[src/rtl/rks_tape_encoder.sv]
// Specialist cassette playback encoder: pilot, sync, data bytes and idle tail, Manchester coded MSB first.
// Define TAPE_CHECKSUM_EN to append a 16-bit byte sum (high then low) after the last data byte.
module rks_tape_encoder #(
    parameter int         HALF_PERIOD = 250,
    parameter int         PILOT_BYTES = 256,
    parameter logic [7:0] SYNC_BYTE   = 8'hE6,
    parameter int         TAIL_HALVES = 16
) (
    input  logic        clk_sys,
    input  logic        reset_n,
    input  logic        ce,
    input  logic        start,
    input  logic [7:0]  din,
    input  logic        din_valid,
    input  logic        din_last,
    output logic        din_ready,
    output logic        tape_out,
    output logic        busy,
    output logic        done,
    output logic        underrun,
    output logic [15:0] byte_cnt
);

    localparam int HCW = (HALF_PERIOD > 1) ? $clog2(HALF_PERIOD) : 1;

    typedef enum logic [2:0] {
        S_IDLE, S_PILOT, S_SYNC, S_DATA, S_TAIL
`ifdef TAPE_CHECKSUM_EN
        , S_CSUM
`endif
    } state_t;

    state_t          r_state, w_state;
    logic [HCW-1:0]  r_half_cnt, w_half_cnt;
    logic            r_half, w_half;
    logic [2:0]      r_bit_idx, w_bit_idx;
    logic [7:0]      r_shift, w_shift;
    logic            r_cur_last, w_cur_last;
    logic [15:0]     r_pilot_cnt, w_pilot_cnt;
    logic [15:0]     r_tail_cnt, w_tail_cnt;
    logic            r_tape, w_tape;
    logic            r_busy, w_busy;
    logic            r_done, w_done;
    logic            r_underrun, w_underrun;
    logic [15:0]     r_byte_cnt, w_byte_cnt;
    logic [7:0]      r_hold, w_hold;
    logic            r_hold_full, w_hold_full;
    logic            r_hold_last, w_hold_last;
`ifdef TAPE_CHECKSUM_EN
    logic [15:0]     r_sum, w_sum;
    logic            r_csum_lo, w_csum_lo;
`endif

    logic            w_din_ready, w_load, w_bnd, w_avail, w_avail_last;
    logic [7:0]      w_avail_byte;
    logic            w_byte_end, w_nb_ok;
    logic [7:0]      w_nb;

    assign w_din_ready  = !r_hold_full &&
                          (r_state == S_PILOT || r_state == S_SYNC || r_state == S_DATA);
    assign w_load       = din_valid && w_din_ready;
    assign w_bnd        = ce && (r_half_cnt == HCW'(HALF_PERIOD - 1));
    // A byte arriving on the boundary cycle passes straight through to the shifter.
    assign w_avail      = r_hold_full || w_load;
    assign w_avail_byte = r_hold_full ? r_hold : din;
    assign w_avail_last = r_hold_full ? r_hold_last : din_last;

    always_comb begin
        w_state     = r_state;
        w_half_cnt  = r_half_cnt;
        w_half      = r_half;
        w_bit_idx   = r_bit_idx;
        w_shift     = r_shift;
        w_cur_last  = r_cur_last;
        w_pilot_cnt = r_pilot_cnt;
        w_tail_cnt  = r_tail_cnt;
        w_tape      = r_tape;
        w_busy      = r_busy;
        w_done      = 1'b0;
        w_underrun  = r_underrun;
        w_byte_cnt  = r_byte_cnt;
        w_hold      = r_hold;
        w_hold_full = r_hold_full;
        w_hold_last = r_hold_last;
`ifdef TAPE_CHECKSUM_EN
        w_sum       = r_sum;
        w_csum_lo   = r_csum_lo;
`endif
        w_byte_end  = 1'b0;
        w_nb_ok     = 1'b0;
        w_nb        = '0;

        if (w_load) begin
            w_hold      = din;
            w_hold_last = din_last;
            w_hold_full = 1'b1;
        end

        if (r_state != S_IDLE && ce)
            w_half_cnt = w_bnd ? '0 : r_half_cnt + 1'b1;

        case (r_state)
            S_IDLE: begin
                if (start) begin
                    w_state     = S_PILOT;
                    w_busy      = 1'b1;
                    w_underrun  = 1'b0;
                    w_byte_cnt  = '0;
                    w_pilot_cnt = '0;
                    w_half_cnt  = '0;
                    w_half      = 1'b0;
                    w_bit_idx   = '0;
                    w_shift     = '0;
                    w_cur_last  = 1'b0;
                    w_tape      = 1'b0;
                    w_hold_full = 1'b0;
`ifdef TAPE_CHECKSUM_EN
                    w_sum       = '0;
                    w_csum_lo   = 1'b0;
`endif
                end
            end
            S_TAIL: begin
                if (w_bnd) begin
                    if (r_tail_cnt == 16'(TAIL_HALVES - 1)) begin
                        w_state    = S_IDLE;
                        w_busy     = 1'b0;
                        w_done     = 1'b1;
                        w_tail_cnt = '0;
                    end else begin
                        w_tail_cnt = r_tail_cnt + 16'd1;
                    end
                end
            end
            default: begin
                if (w_bnd) begin
                    if (!r_half) begin
                        w_half = 1'b1;
                        w_tape = ~r_shift[7];
                    end else if (r_bit_idx != 3'd7) begin
                        w_half    = 1'b0;
                        w_bit_idx = r_bit_idx + 3'd1;
                        w_shift   = {r_shift[6:0], 1'b0};
                        w_tape    = r_shift[6];
                    end else begin
                        w_byte_end = 1'b1;
                    end
                end
            end
        endcase

        if (w_byte_end) begin
            case (r_state)
                S_PILOT: begin
                    w_nb_ok = 1'b1;
                    if (r_pilot_cnt == 16'(PILOT_BYTES - 1)) begin
                        w_state = S_SYNC;
                        w_nb    = SYNC_BYTE;
                    end else begin
                        w_pilot_cnt = r_pilot_cnt + 16'd1;
                    end
                end
                S_SYNC, S_DATA: begin
                    if (r_state == S_DATA && r_cur_last) begin
`ifdef TAPE_CHECKSUM_EN
                        w_state   = S_CSUM;
                        w_nb      = r_sum[15:8];
                        w_csum_lo = 1'b0;
                        w_nb_ok   = 1'b1;
`endif
                    end else if (w_avail) begin
                        w_state     = S_DATA;
                        w_nb        = w_avail_byte;
                        w_cur_last  = w_avail_last;
                        w_hold_full = 1'b0;
                        w_byte_cnt  = r_byte_cnt + 16'd1;
                        w_nb_ok     = 1'b1;
`ifdef TAPE_CHECKSUM_EN
                        w_sum       = r_sum + {8'd0, w_avail_byte};
`endif
                    end else begin
                        w_underrun = 1'b1;
                    end
                end
`ifdef TAPE_CHECKSUM_EN
                S_CSUM: begin
                    if (!r_csum_lo) begin
                        w_nb      = r_sum[7:0];
                        w_csum_lo = 1'b1;
                        w_nb_ok   = 1'b1;
                    end
                end
`endif
                default: ;
            endcase

            if (w_nb_ok) begin
                w_half    = 1'b0;
                w_bit_idx = '0;
                w_shift   = w_nb;
                w_tape    = w_nb[7];
            end else begin
                w_state    = S_TAIL;
                w_tape     = 1'b0;
                w_tail_cnt = '0;
            end
        end
    end

    always_ff @(posedge clk_sys or negedge reset_n) begin
        if (!reset_n) begin
            r_state     <= S_IDLE;
            r_half_cnt  <= '0;
            r_half      <= 1'b0;
            r_bit_idx   <= '0;
            r_shift     <= '0;
            r_cur_last  <= 1'b0;
            r_pilot_cnt <= '0;
            r_tail_cnt  <= '0;
            r_tape      <= 1'b0;
            r_busy      <= 1'b0;
            r_done      <= 1'b0;
            r_underrun  <= 1'b0;
            r_byte_cnt  <= '0;
            r_hold      <= '0;
            r_hold_full <= 1'b0;
            r_hold_last <= 1'b0;
`ifdef TAPE_CHECKSUM_EN
            r_sum       <= '0;
            r_csum_lo   <= 1'b0;
`endif
        end else begin
            r_state     <= w_state;
            r_half_cnt  <= w_half_cnt;
            r_half      <= w_half;
            r_bit_idx   <= w_bit_idx;
            r_shift     <= w_shift;
            r_cur_last  <= w_cur_last;
            r_pilot_cnt <= w_pilot_cnt;
            r_tail_cnt  <= w_tail_cnt;
            r_tape      <= w_tape;
            r_busy      <= w_busy;
            r_done      <= w_done;
            r_underrun  <= w_underrun;
            r_byte_cnt  <= w_byte_cnt;
            r_hold      <= w_hold;
            r_hold_full <= w_hold_full;
            r_hold_last <= w_hold_last;
`ifdef TAPE_CHECKSUM_EN
            r_sum       <= w_sum;
            r_csum_lo   <= w_csum_lo;
`endif
        end
    end

    assign din_ready = w_din_ready;
    assign tape_out  = r_tape;
    assign busy      = r_busy;
    assign done      = r_done;
    assign underrun  = r_underrun;
    assign byte_cnt  = r_byte_cnt;

endmodule
[config.mk]
export PLATFORM = sky130hd
export DESIGN_NAME = rks_tape_encoder
export DESIGN_NICKNAME = d
export VERILOG_FILES = /design/src/rtl/rks_tape_encoder.sv
export SDC_FILE = /design/constraint.sdc
export NUM_CORES = 1
export LEC_CHECK = 0
export CAP_MARGIN = 20
export CORE_MARGIN = 2
export CORE_UTILIZATION = 31
export CTS_BUF_LIST = sky130_fd_sc_hd__clkbuf_4
export DETAILED_ROUTE_END_ITERATION = 8
export SLEW_MARGIN = 0
export SYNTH_ARGS = -nofsm -noshare
export SYNTH_HDL_FRONTEND = slang
export SYNTH_SLANG_ARGS = --single-unit
[constraint.sdc]
create_clock -name clk_sys -period 4.8 [get_ports clk_sys]
set_input_delay 1.2 -clock clk_sys [delete_from_list [all_inputs] [get_ports clk_sys]]
set_output_delay 1.2 -clock clk_sys [all_outputs]
set_load 0.02 [all_outputs]
# Word-level counts from Yosys, hierarchy flattened
# Cells that the tools add are included.
[word_totals]
wordCells = 150
inputBits = 14
regBits = 86
[op_classes]
n_eq_ne = 14
mux = 97
n_reduce_logical = 17
n_bitwise = 1
addsub = 5
[ops]
columns = ["op", "count"]
rows = [
  ["$mux 16", 16],
  ["$mux 8", 14],
  ["$add 16x1->16 const B", 3],
  ["$mux 1", 44],
  ["$mux 3", 14],
  ["$pmux 8 s2", 2],
  ["$pmux 3 s2", 3],
  ["$eq 16x4->1 const B", 1],
  ["$eq 16x8->1 const B", 1],
  ["$add 8x1->8 const B", 1],
  ["$eq 8x8->1 const B", 1],
  ["$ne 2x2->1 const B", 4],
  ["$pmux 1 s2", 4],
  ["$reduce_and 4->1", 2],
  ["$eq 3x2->1 const B", 2],
  ["$ne 3x3->1 const B", 2],
  ["$reduce_bool 3->1", 2],
  ["$logic_and 1x1->1", 5],
  ["$ne 4x1->1 const B", 1],
  ["$reduce_or 2->1", 2],
  ["$add 3x1->3 const B", 1],
  ["$eq 3x1->1 const B", 1],
  ["$eq 3x3->1 const B", 1],
  ["$logic_not 3->1", 1],
  ["4 further kinds", 6],
]

# Logic depth before layout (Yosys ltp)
# Gate-level depths: netlist of the first run.
[logic_depth]
depth_word = 12
mapped_depth = 8

# Least setup slack after synthesis of the first run
# Ideal clock, no wire load.
[synth_path]
path_kind = "input-to-reg"
startpoint = "in ce"
endpoint = "reg r_pilot_cnt[13]"
setup_time_ns = 0.080
t_arrival_ns = 2.669
slack_ns = 2.051
cell_stages = 5
n_path_buf = 1
required_ns = 4.720
cell_sequence = "nand4b_1 or4_4 buf_6 or4_4 o211ai_2"
[synth_between]
elab_chain_cells = 4
[synth_lines]
columns = ["element", "line", "text"]
rows = [
  ["start: declaration", "11", "input logic ce,"],
  ["$logic_and 1x1->1", "62", "assign w_bnd = ce && (r_half_cnt == HCW'(HALF_PERIOD - 1));"],
  ["$mux 1", "136", "if (w_bnd) begin"],
  ["$mux 1", "102", "case (r_state)"],
  ["$mux 16", "152", "if (w_byte_end) begin"],
  ["via w_pilot_cnt[13]", "39", "logic [15:0] r_pilot_cnt, w_pilot_cnt;"],
  ["end signal: assignment", "239", "r_pilot_cnt <= w_pilot_cnt;"],
  ["end: declaration", "39", ""],
]
# The timed path passes the listed nets, and every way through them passes these cells.
# A chain may end at the register's enable or synchronous reset.

# Final worst setup path of the first run
[layout_path]
startpoint = "reg r_state[0]"
endpoint = "out din_ready"
[layout_between]
elab_chain_cells = 4
[layout_lines]
columns = ["element", "line", "text"]
rows = [
  ["start: declaration", "33", "state_t r_state, w_state;"],
  ["start signal: assignment", "233", "r_state <= w_state;"],
  ["$eq 3x1->1 / $eq 3x2->1 (equally long branches)", "60", "(r_state == S_PILOT || r_state == S_SYNC || r_state == S_DATA);"],
  ["$logic_or 1x1->1", "60", ""],
  ["$logic_or 1x1->1 (*)", "60", ""],
  ["$logic_and 1x1->1 (*)", "59", "assign w_din_ready = !r_hold_full &&"],
  ["end: declaration", "16", "output logic din_ready,"],
]
# Every way passes the cells marked *; elsewhere a longest branch is shown, timed or not.

==> impl_summary.log, run 1 <==
INFO  metric die_w = 125 um
INFO  metric detail_route.vias_per_cell = 5.37
INFO  metric postCtsSetupRepairBufs = 0
INFO  metric placement.io_buffers = 34
INFO  metric rsz_0062_raised_after_global_routing = no
INFO  metric setup_viol_count_final = 0
INFO  metric root_buffer = sky130_fd_sc_hd__clkbuf_4
INFO  metric detailed_place.area = 5020 sq um
INFO  metric first_pass_iters = 5
INFO  metric worst_ep_arrival_time = 2.23 ns
INFO  metric final.min_clock_period = between 3 and 4 ns
INFO  metric drive_above_1_share = 9.24%
INFO  metric cp_slowest_cell = sky130_fd_sc_hd__clkdlybuf4s50_1
INFO  metric gpl.final_weighted_congestion = 0.842
INFO  metric worstSetupStartpointType = register
INFO  metric power_switching_share = 27.5%
INFO  metric max_freq = approximately 0.3 GHz
INFO  metric vias = 3664
INFO  metric met1_length = 4910 um
INFO  metric status = complete, no violations
INFO  metric number_of_global_route_vias_before_repair = 3563
INFO  metric syn_nets = 484
INFO  metric cts_tree = built
INFO  metric critical_path.endpoint_type = output port
INFO  metric met2_wirelength = a little under 5000 um
INFO  metric clock_pin_slew_reported_for_the_worst_setup_and_hold_paths_after_clock_tree_synthesis = 0.15 ns
INFO  metric yosys.area.top_type = sky130_fd_sc_hd__dfrtp_1
INFO  metric timing.critical_path.fanout_max = 11
INFO  metric hold_class = reg2reg
INFO  metric critical_path.max_stage_delay = 0.57 ns
INFO  metric seq_power_share = 55.1%
INFO  metric fraction_of_synthesized_cell_area_taken_by_the_top_area_cell_type = 47.6%
INFO  metric highest-signal-layer = met4
INFO  metric synth_flop_cell = sky130_fd_sc_hd__dfrtp_1
INFO  metric pin_count = 35
INFO  metric synth_edf_count = 0
INFO  metric power = ~0.0015 W
INFO  metric timing.critical_path.cells = nor2_1 -> nor3_1 -> clkdlybuf4s50_1
INFO  metric syn_to_final_growth = 15.1%
INFO  metric dpl.hpwl = slightly above 7000 um
INFO  metric synth.cell_area = 4520 sq um
INFO  metric cts_htree_levels = 3
INFO  metric tritoncts_num_sinks = 86
INFO  metric post_cts_resized = 0
INFO  metric final_instance_area = 5200 sq um
INFO  metric fin_skew = 0.0218 ns
INFO  metric grt.overflow.total = 0
INFO  metric synth.ff_latch_count = 86
INFO  metric detail-route-antenna-nets = 0
INFO  metric netSwitchingPower = 0.000423 W
INFO  metric timing.final.max_slew_violations = 0
INFO  metric setup.worst_path.class = reg2out
INFO  metric cts_hold_buffers = 0
INFO  metric routed_wirelength = about 10000 um
INFO  metric critical_path.n_buffers_inverters = 1
INFO  metric p_comb_share = 12.6%
INFO  metric wl_per_cell = 15.0 um
INFO  metric synth.avg_cell_area = 9.74 sq um
INFO  metric clock_tree.buffer_depth = 2
INFO  metric crit_family = simple AND/OR/NAND/NOR gates
INFO  metric met3_wirelength = 277 um
INFO  metric drc = 0
INFO  metric power.share.clock = 32.3%
INFO  metric max-slew-margin-rel = roughly two fifths
INFO  metric grt_start_max_net_pins = 62
INFO  metric fp.dieArea = about 16000 sq um
INFO  metric final_nets = 513
INFO  metric placement_rows = 44
INFO  metric die_h = 125 um
INFO  metric synth_cell_types = 56
INFO  metric cp_data_required_time = 3.60 ns
INFO  metric power.density_cell_area = 296 nW/um^2
INFO  metric internal-power = 0.00112 W
INFO  metric p_leak = 2.13 nW
INFO  metric design.core.area = 14400 sq um
INFO  metric yosys-top-cells-count = 86 x sky130_fd_sc_hd__dfrtp_1, 49 x sky130_fd_sc_hd__nor2_1, 40 x sky130_fd_sc_hd__nand2_1
INFO  metric syn_inst = about 460
INFO  metric drv_cap = 0
INFO  metric synthesis.yosys.warnings = 0
INFO  metric dr.first_iter.drc_count = 204
INFO  metric insertion_delay = about 0.47 ns
INFO  metric tns = 0 ns
INFO  metric global_route_wire_length_before_repair = 17500 um
INFO  metric sequential_cell_area_fraction_in_the_yosys_report = between 40% and 50%
INFO  metric timing_worst_slew_pin_value = approximately 0.9 ns
INFO  metric grt.total_usage = 13.6%
INFO  metric grt_antenna_before_repair = 0
INFO  metric fillers = 1422
INFO  metric async_flop_share = 100%
INFO  metric min_period_over_period = 71.4%
INFO  metric synth.area.top_cells = sky130_fd_sc_hd__dfrtp_1 48%, sky130_fd_sc_hd__mux2i_1 4.9%, sky130_fd_sc_hd__nor2_1 4.1%, sky130_fd_sc_hd__nand2_1 3.3%, sky130_fd_sc_hd__nand3_1 3.1%
INFO  metric tritoncts.num_buffers = 9
INFO  metric antennaDiodeCount = 0
INFO  metric yosys.cell_count.top_type = sky130_fd_sc_hd__dfrtp_1
INFO  metric finalHoldViolations = 0
INFO  metric floorplan.initialDensity = 31.5%
INFO  metric peakVddDrop = approximately 0.19 mV
==> power by group through the flow <==
stage                     clock (W)  combinational, W  sequential [W]
after floorplan                   0          0.000143        0.000844
after global placement            0          0.000191        0.000859
after detailed placement          0          0.000195        0.000863
after CTS                  0.000508          0.000198        0.000848
after global routing       0.000538          0.000223        0.000859
final                      0.000498          0.000194        0.000849
==> cell families after synthesis <==
logic type               share of synthesized area, %
XOR/XNOR                                         4.07
AO/OA/AOI/OAI                                    11.6
flip-flops                                       47.6
adder cells (fa/ha/maj)                          1.66
AND/OR/NAND/NOR                                  24.6
multiplexers                                     7.12
buffers and inverters                            3.38
==> layout by cell type, fill, tap and decap left out, types with 3 or more instances in the layout <==
master                             n
sky130_fd_sc_hd__a21oi_1          17
sky130_fd_sc_hd__a22o_1            3
sky130_fd_sc_hd__a22oi_1           9
sky130_fd_sc_hd__a31oi_1           3
sky130_fd_sc_hd__and3_1            7
sky130_fd_sc_hd__buf_4             8
sky130_fd_sc_hd__clkbuf_4          9
sky130_fd_sc_hd__clkdlybuf4s50_1  33
sky130_fd_sc_hd__dfrtp_1          86
sky130_fd_sc_hd__ha_1              6
sky130_fd_sc_hd__inv_1            10
sky130_fd_sc_hd__mux2_2            9
sky130_fd_sc_hd__mux2i_1          22
sky130_fd_sc_hd__nand2_1          40
sky130_fd_sc_hd__nand2b_1          3
sky130_fd_sc_hd__nand3_1          28
sky130_fd_sc_hd__nand4_1          14
sky130_fd_sc_hd__nand4b_1          3
sky130_fd_sc_hd__nor2_1           49
sky130_fd_sc_hd__nor3_1           21
sky130_fd_sc_hd__nor4_1            9
sky130_fd_sc_hd__nor4_2            4
sky130_fd_sc_hd__o21ai_0          21
sky130_fd_sc_hd__o21ai_1           3
sky130_fd_sc_hd__o221ai_1          4
sky130_fd_sc_hd__o31ai_1           5
sky130_fd_sc_hd__or3_1             4
sky130_fd_sc_hd__or4_1             8
sky130_fd_sc_hd__xnor2_1          13
sky130_fd_sc_hd__xor2_1            8
==> registers in the layout, indices dropped and copies added (netlist names) <==
register and count:
r_cur_last 1, done 1, tape_out 1, r_half_cnt 8, underrun 1, r_hold_full 1
r_pilot_cnt 16, r_hold 8, r_bit_idx 3, byte_cnt 16, r_hold_last 1, busy 1
r_half 1, r_state 3, r_tail_cnt 16, r_shift 8
==> path summary, 6_finish.rpt <==
path | to | slack [ns] | depth (start not counted) | start
max | din_ready | 1.37 | 3 | r_state[0]
min | r_pilot_cnt[15] | 0.51 | 1 | r_pilot_cnt[15]
max reg2reg | r_shift[3] | 2.20 | 7 | r_half_cnt[1]
min reg2reg | r_pilot_cnt[15] | 0.51 | 1 | r_pilot_cnt[15]
max in group asynchronous | r_pilot_cnt[6] | 3.13 | 2 | reset_n
min in group asynchronous | r_hold[5] | 0.79 | 1 | reset_n
==> per-layer routing <==
metal  vias to the layer above  GRT usage [%]
met5                         -              0
met3                        15           2.28
met1                      1821           18.8
li1                       1760              -
met2                        68           21.6
met4                         0           4.63
==> layout make-up <==
| cell class | instances | area, sq um | area share (%) |
|---|---|---|---|
| flip-flops and latches | 86 | 2150 | 41.4 |
| well taps | 184 | 230 | 4.42 |
| repair buffers | 41 | 390 | 7.50 |
| multi-input cells | 345 | 2220 | 42.7 |
| clock buffers | 9 | 67.6 | 1.30 |
| inverters | 10 | 37.5 | 0.721 |
| clock inverters | 7 | 105 | 2.02 |
==> per-stage QoR <==
stage          instances  hold WS (ns)  setup WS [ns]  util [%]
6_report             682         0.506           1.37      36.2
5_1_grt              682         0.540           1.26      36.2
4_1_cts              681         0.501           1.37      36.2
3_5_place_dp         665         0.479           1.19      35.0
3_3_place_gp         665         0.469           1.28      35.0
2_1_floorplan        464         0.441           2.05         -
Note: power is estimated with default switching activity, not from simulation.
==> run 2: changes to the inputs <==
==> constraint.sdc (replaced) <==
create_clock -name clk_sys -period 3.15 [get_ports clk_sys]
set_input_delay 0.7875 -clock clk_sys [delete_from_list [all_inputs] [get_ports clk_sys]]
set_output_delay 0.7875 -clock clk_sys [all_outputs]
set_load 0.02 [all_outputs]
==> impl_summary.log, run 2 (synthesized netlist as in run 1, its figures left out) <==
INFO  metric status = complete, no violations (unchanged)
INFO  metric finalHoldViolations = 0 (unchanged)
INFO  metric place_worst_setup_slack = 0.128 ns (was 1.19 ns)
INFO  metric clock_pin_slew_reported_for_the_worst_setup_and_hold_paths_after_clock_tree_synthesis = 0.14 ns (was 0.15 ns)
INFO  metric crit_family = buffers and inverters (was simple AND/OR/NAND/NOR gates)
INFO  metric wl_per_cell = 14.7 um (was 15.0 um)
INFO  metric grt_start_max_net_pins = 45 (was 62)
INFO  metric timing.critical_path.cells = nor2_2 -> nor3_1 -> clkdlybuf4s50_1 (was nor2_1 -> nor3_1 -> clkdlybuf4s50_1)
INFO  metric antennaDiodeCount = 0 (unchanged)
INFO  metric max-slew-margin-rel = 40.2% (was 39.9%)
INFO  metric cts_htree_levels = 3 (unchanged)
INFO  metric grt.total_usage = 13.7% (was 13.6%)
INFO  metric drive_above_1_share = 10.9% (was 9.24%)
INFO  metric insertion_delay = 0.44 ns (was 0.47 ns)
INFO  metric fp.dieArea = 15600 sq um (unchanged)
INFO  metric critical_path.n_buffers_inverters = 1 (unchanged)
INFO  metric max_freq = ~0.35 GHz
INFO  metric floorplan.initialDensity = 31.5% (unchanged)
INFO  metric critical_path.endpoint_type = output port (unchanged)
INFO  metric grt.overflow.total = 0 (unchanged)
INFO  metric layout_common_cells = 86 x sky130_fd_sc_hd__dfrtp_1, 48 x sky130_fd_sc_hd__nor2_1, 40 x sky130_fd_sc_hd__nand2_1 (was 86 x sky130_fd_sc_hd__dfrtp_1, 49 x sky130_fd_sc_hd__nor2_1, 40 x sky130_fd_sc_hd__nand2_1)
INFO  metric number_of_global_route_vias_before_repair = 3602 (was 3563)
INFO  metric postCtsSetupRepairBufs = 0 (unchanged)
INFO  metric tns = 0 ns (unchanged)
INFO  metric placement.io_buffers = 34 (unchanged)
INFO  metric final.min_clock_period = just under 3 ns
INFO  metric pin_count = 35 (unchanged)
INFO  metric hold_class = in2async (was reg2reg)
INFO  metric detailed_place.area = 5100 sq um (was 5020 sq um)
INFO  metric setup.worst_path.class = reg2out (unchanged)
INFO  metric timing.final.max_slew_violations = 0 (unchanged)
INFO  metric routed_wirelength = 10200 um (about the same)
INFO  metric grt_antenna_before_repair = 0 (unchanged)
INFO  metric ff2ff_setup_slack = 0.78 ns (was 2.20 ns)
INFO  metric timing.rr.start = r_pilot_cnt[8] (was r_half_cnt[1])
INFO  metric tritoncts_num_sinks = 86 (unchanged)
INFO  metric die_h = 125 um (unchanged)
INFO  metric first_pass_iters = 4 (was 5)
INFO  metric final_nets = 521 (was 513)
INFO  metric critical_path.max_stage_delay = 0.66 ns (was 0.57 ns)
INFO  metric final_instance_area = 5250 sq um (was 5200 sq um)
INFO  metric vias = 3629 (was 3664)
INFO  metric gpl.final_weighted_congestion = 0.803 (was 0.842)
INFO  metric clock_tree.buffer_depth = 2 (unchanged)
INFO  metric die_w = 125 um (unchanged)
INFO  metric design.core.area = 14400 sq um (unchanged)
INFO  metric cp_data_required_time = 2.36 ns (was 3.60 ns)
INFO  metric cp_slowest_cell = sky130_fd_sc_hd__clkdlybuf4s50_1 (unchanged)
INFO  metric timing.critical_path.fanout_max = 11 (unchanged)
INFO  metric rsz_0062_raised_after_global_routing = no (unchanged)
INFO  metric drv_cap = 0 (unchanged)
INFO  metric detail_route.vias_per_cell = 5.26 (was 5.37)
INFO  metric dr.first_iter.drc_count = 120 (was 204)
INFO  metric root_buffer = sky130_fd_sc_hd__clkbuf_4 (unchanged)
INFO  metric detail-route-antenna-nets = 0 (unchanged)
INFO  metric worstSetupStartpointType = register (unchanged)
INFO  metric timing_worst_slew_pin_value = 0.889 ns (was 0.894 ns)
INFO  metric r2r.worst_path.cells = 5 (was 7)
INFO  metric cts_tree = built (unchanged)
INFO  metric global_route_wire_length_before_repair = 17700 um (was 17500 um)
INFO  metric final_common_cell = sky130_fd_sc_hd__dfrtp_1 (unchanged)
INFO  metric cts_hold_buffers = 0 (unchanged)
INFO  metric placement_rows = 44 (unchanged)
INFO  metric fin_ws = 0.267 ns (was 1.37 ns)
INFO  metric tritoncts.num_buffers = 9 (unchanged)
INFO  metric peakVddDrop = 0.285 mV (was 0.187 mV)
INFO  metric setup_viol_count_final = 0 (unchanged)
INFO  metric power.density_cell_area = 426 nW/um^2 (was 296 nW/um^2)
INFO  metric syn_to_final_growth = 16.1% (was 15.1%)
INFO  metric fin_skew = 0.0136 ns (was 0.0218 ns)
INFO  metric dpl.hpwl = 7150 um (was 7070 um)
INFO  metric worst_ep_arrival_time = 2.10 ns (was 2.23 ns)
INFO  metric drc = 0 (unchanged)
INFO  metric reg2reg_to = r_pilot_cnt[9] (was r_shift[3])
INFO  metric critical_path.startpoint = r_state[0] (unchanged)
INFO  metric min_period_over_period = ~92%
INFO  metric p_leak = 2.16 nW (was 2.13 nW)
==> run 2: cell types whose count changed in the layout (fill, tap and decap cells not counted) <==
cell / delta
sky130_fd_sc_hd__buf_4: +7
sky130_fd_sc_hd__bufinv_16: -1
sky130_fd_sc_hd__inv_8: -1
sky130_fd_sc_hd__nor2_1: -1
sky130_fd_sc_hd__clkinvlp_4: +1
sky130_fd_sc_hd__clkinv_4: -2
sky130_fd_sc_hd__buf_12: +1
sky130_fd_sc_hd__nor2_2: +1
sky130_fd_sc_hd__clkinv_2: +2
sky130_fd_sc_hd__inv_6: +1
==> run 2: worst max path at each step <==
stage,end,slack [ns],depth (start not counted)
floorplan,r_pilot_cnt[13],0.81,5
finish,din_ready,0.27,3
CTS,din_ready,0.1,3
global placement,r_pilot_cnt[13],0.25,5
detailed placement,r_pilot_cnt[8],0.13,6
global route,din_ready,0.13,3
==> run 2: report_power, final <==
part           total [W]  switching [W]  internal (W)
clock network   0.000645       0.000400      0.000245
registers        0.00128      0.0000771       0.00121
logic           0.000307       0.000136      0.000171
==> run 2: worst register-to-register path, stage by stage, from the launching register on <==
cell and delay (ns):
sky130_fd_sc_hd__dfrtp_1 0.46, sky130_fd_sc_hd__or4_1 0.59, sky130_fd_sc_hd__nor4_4 0.51, sky130_fd_sc_hd__nand2b_1 0.43, sky130_fd_sc_hd__nor3_1 0.14, sky130_fd_sc_hd__mux2i_1 0.14
==> run 2: routing by layer <==
layer	share of wire (%)	track usage, %
met1	47	18.7
met2	48	21.8
met3	4.0	3.48
met4	1.1	3.30
met5	0	0
==> run 2: final cells by class <==
cell class,count,area [sq um]
Sequential cell,86,2150
Inverter,10,37.5
Tap cell,184,230
Timing Repair Buffer,49,463
Fill cell,1430,9120
Clock inverter,7,72.6
Multi-Input combinational cell,345,2220
Clock buffer,9,67.6
==> run 2: what timing repair did <==
action | 4_1_cts | 5_1_grt
gates resized for setup | 0 | 1
endpoints found under the hold margin | 0 | 0
endpoints found under the setup margin | 0 | 1
==> run 2: through the flow <==
stage          hold WS, ns  instances  power, W  utilization (%)
2_1_floorplan        0.441        464   0.00150                -
3_3_place_gp         0.469        674   0.00160             35.5
3_5_place_dp         0.474        674   0.00161             35.5
4_1_cts              0.323        690   0.00227             36.5
5_1_grt              0.311        690   0.00237             36.5
6_report             0.319        690   0.00223             36.5
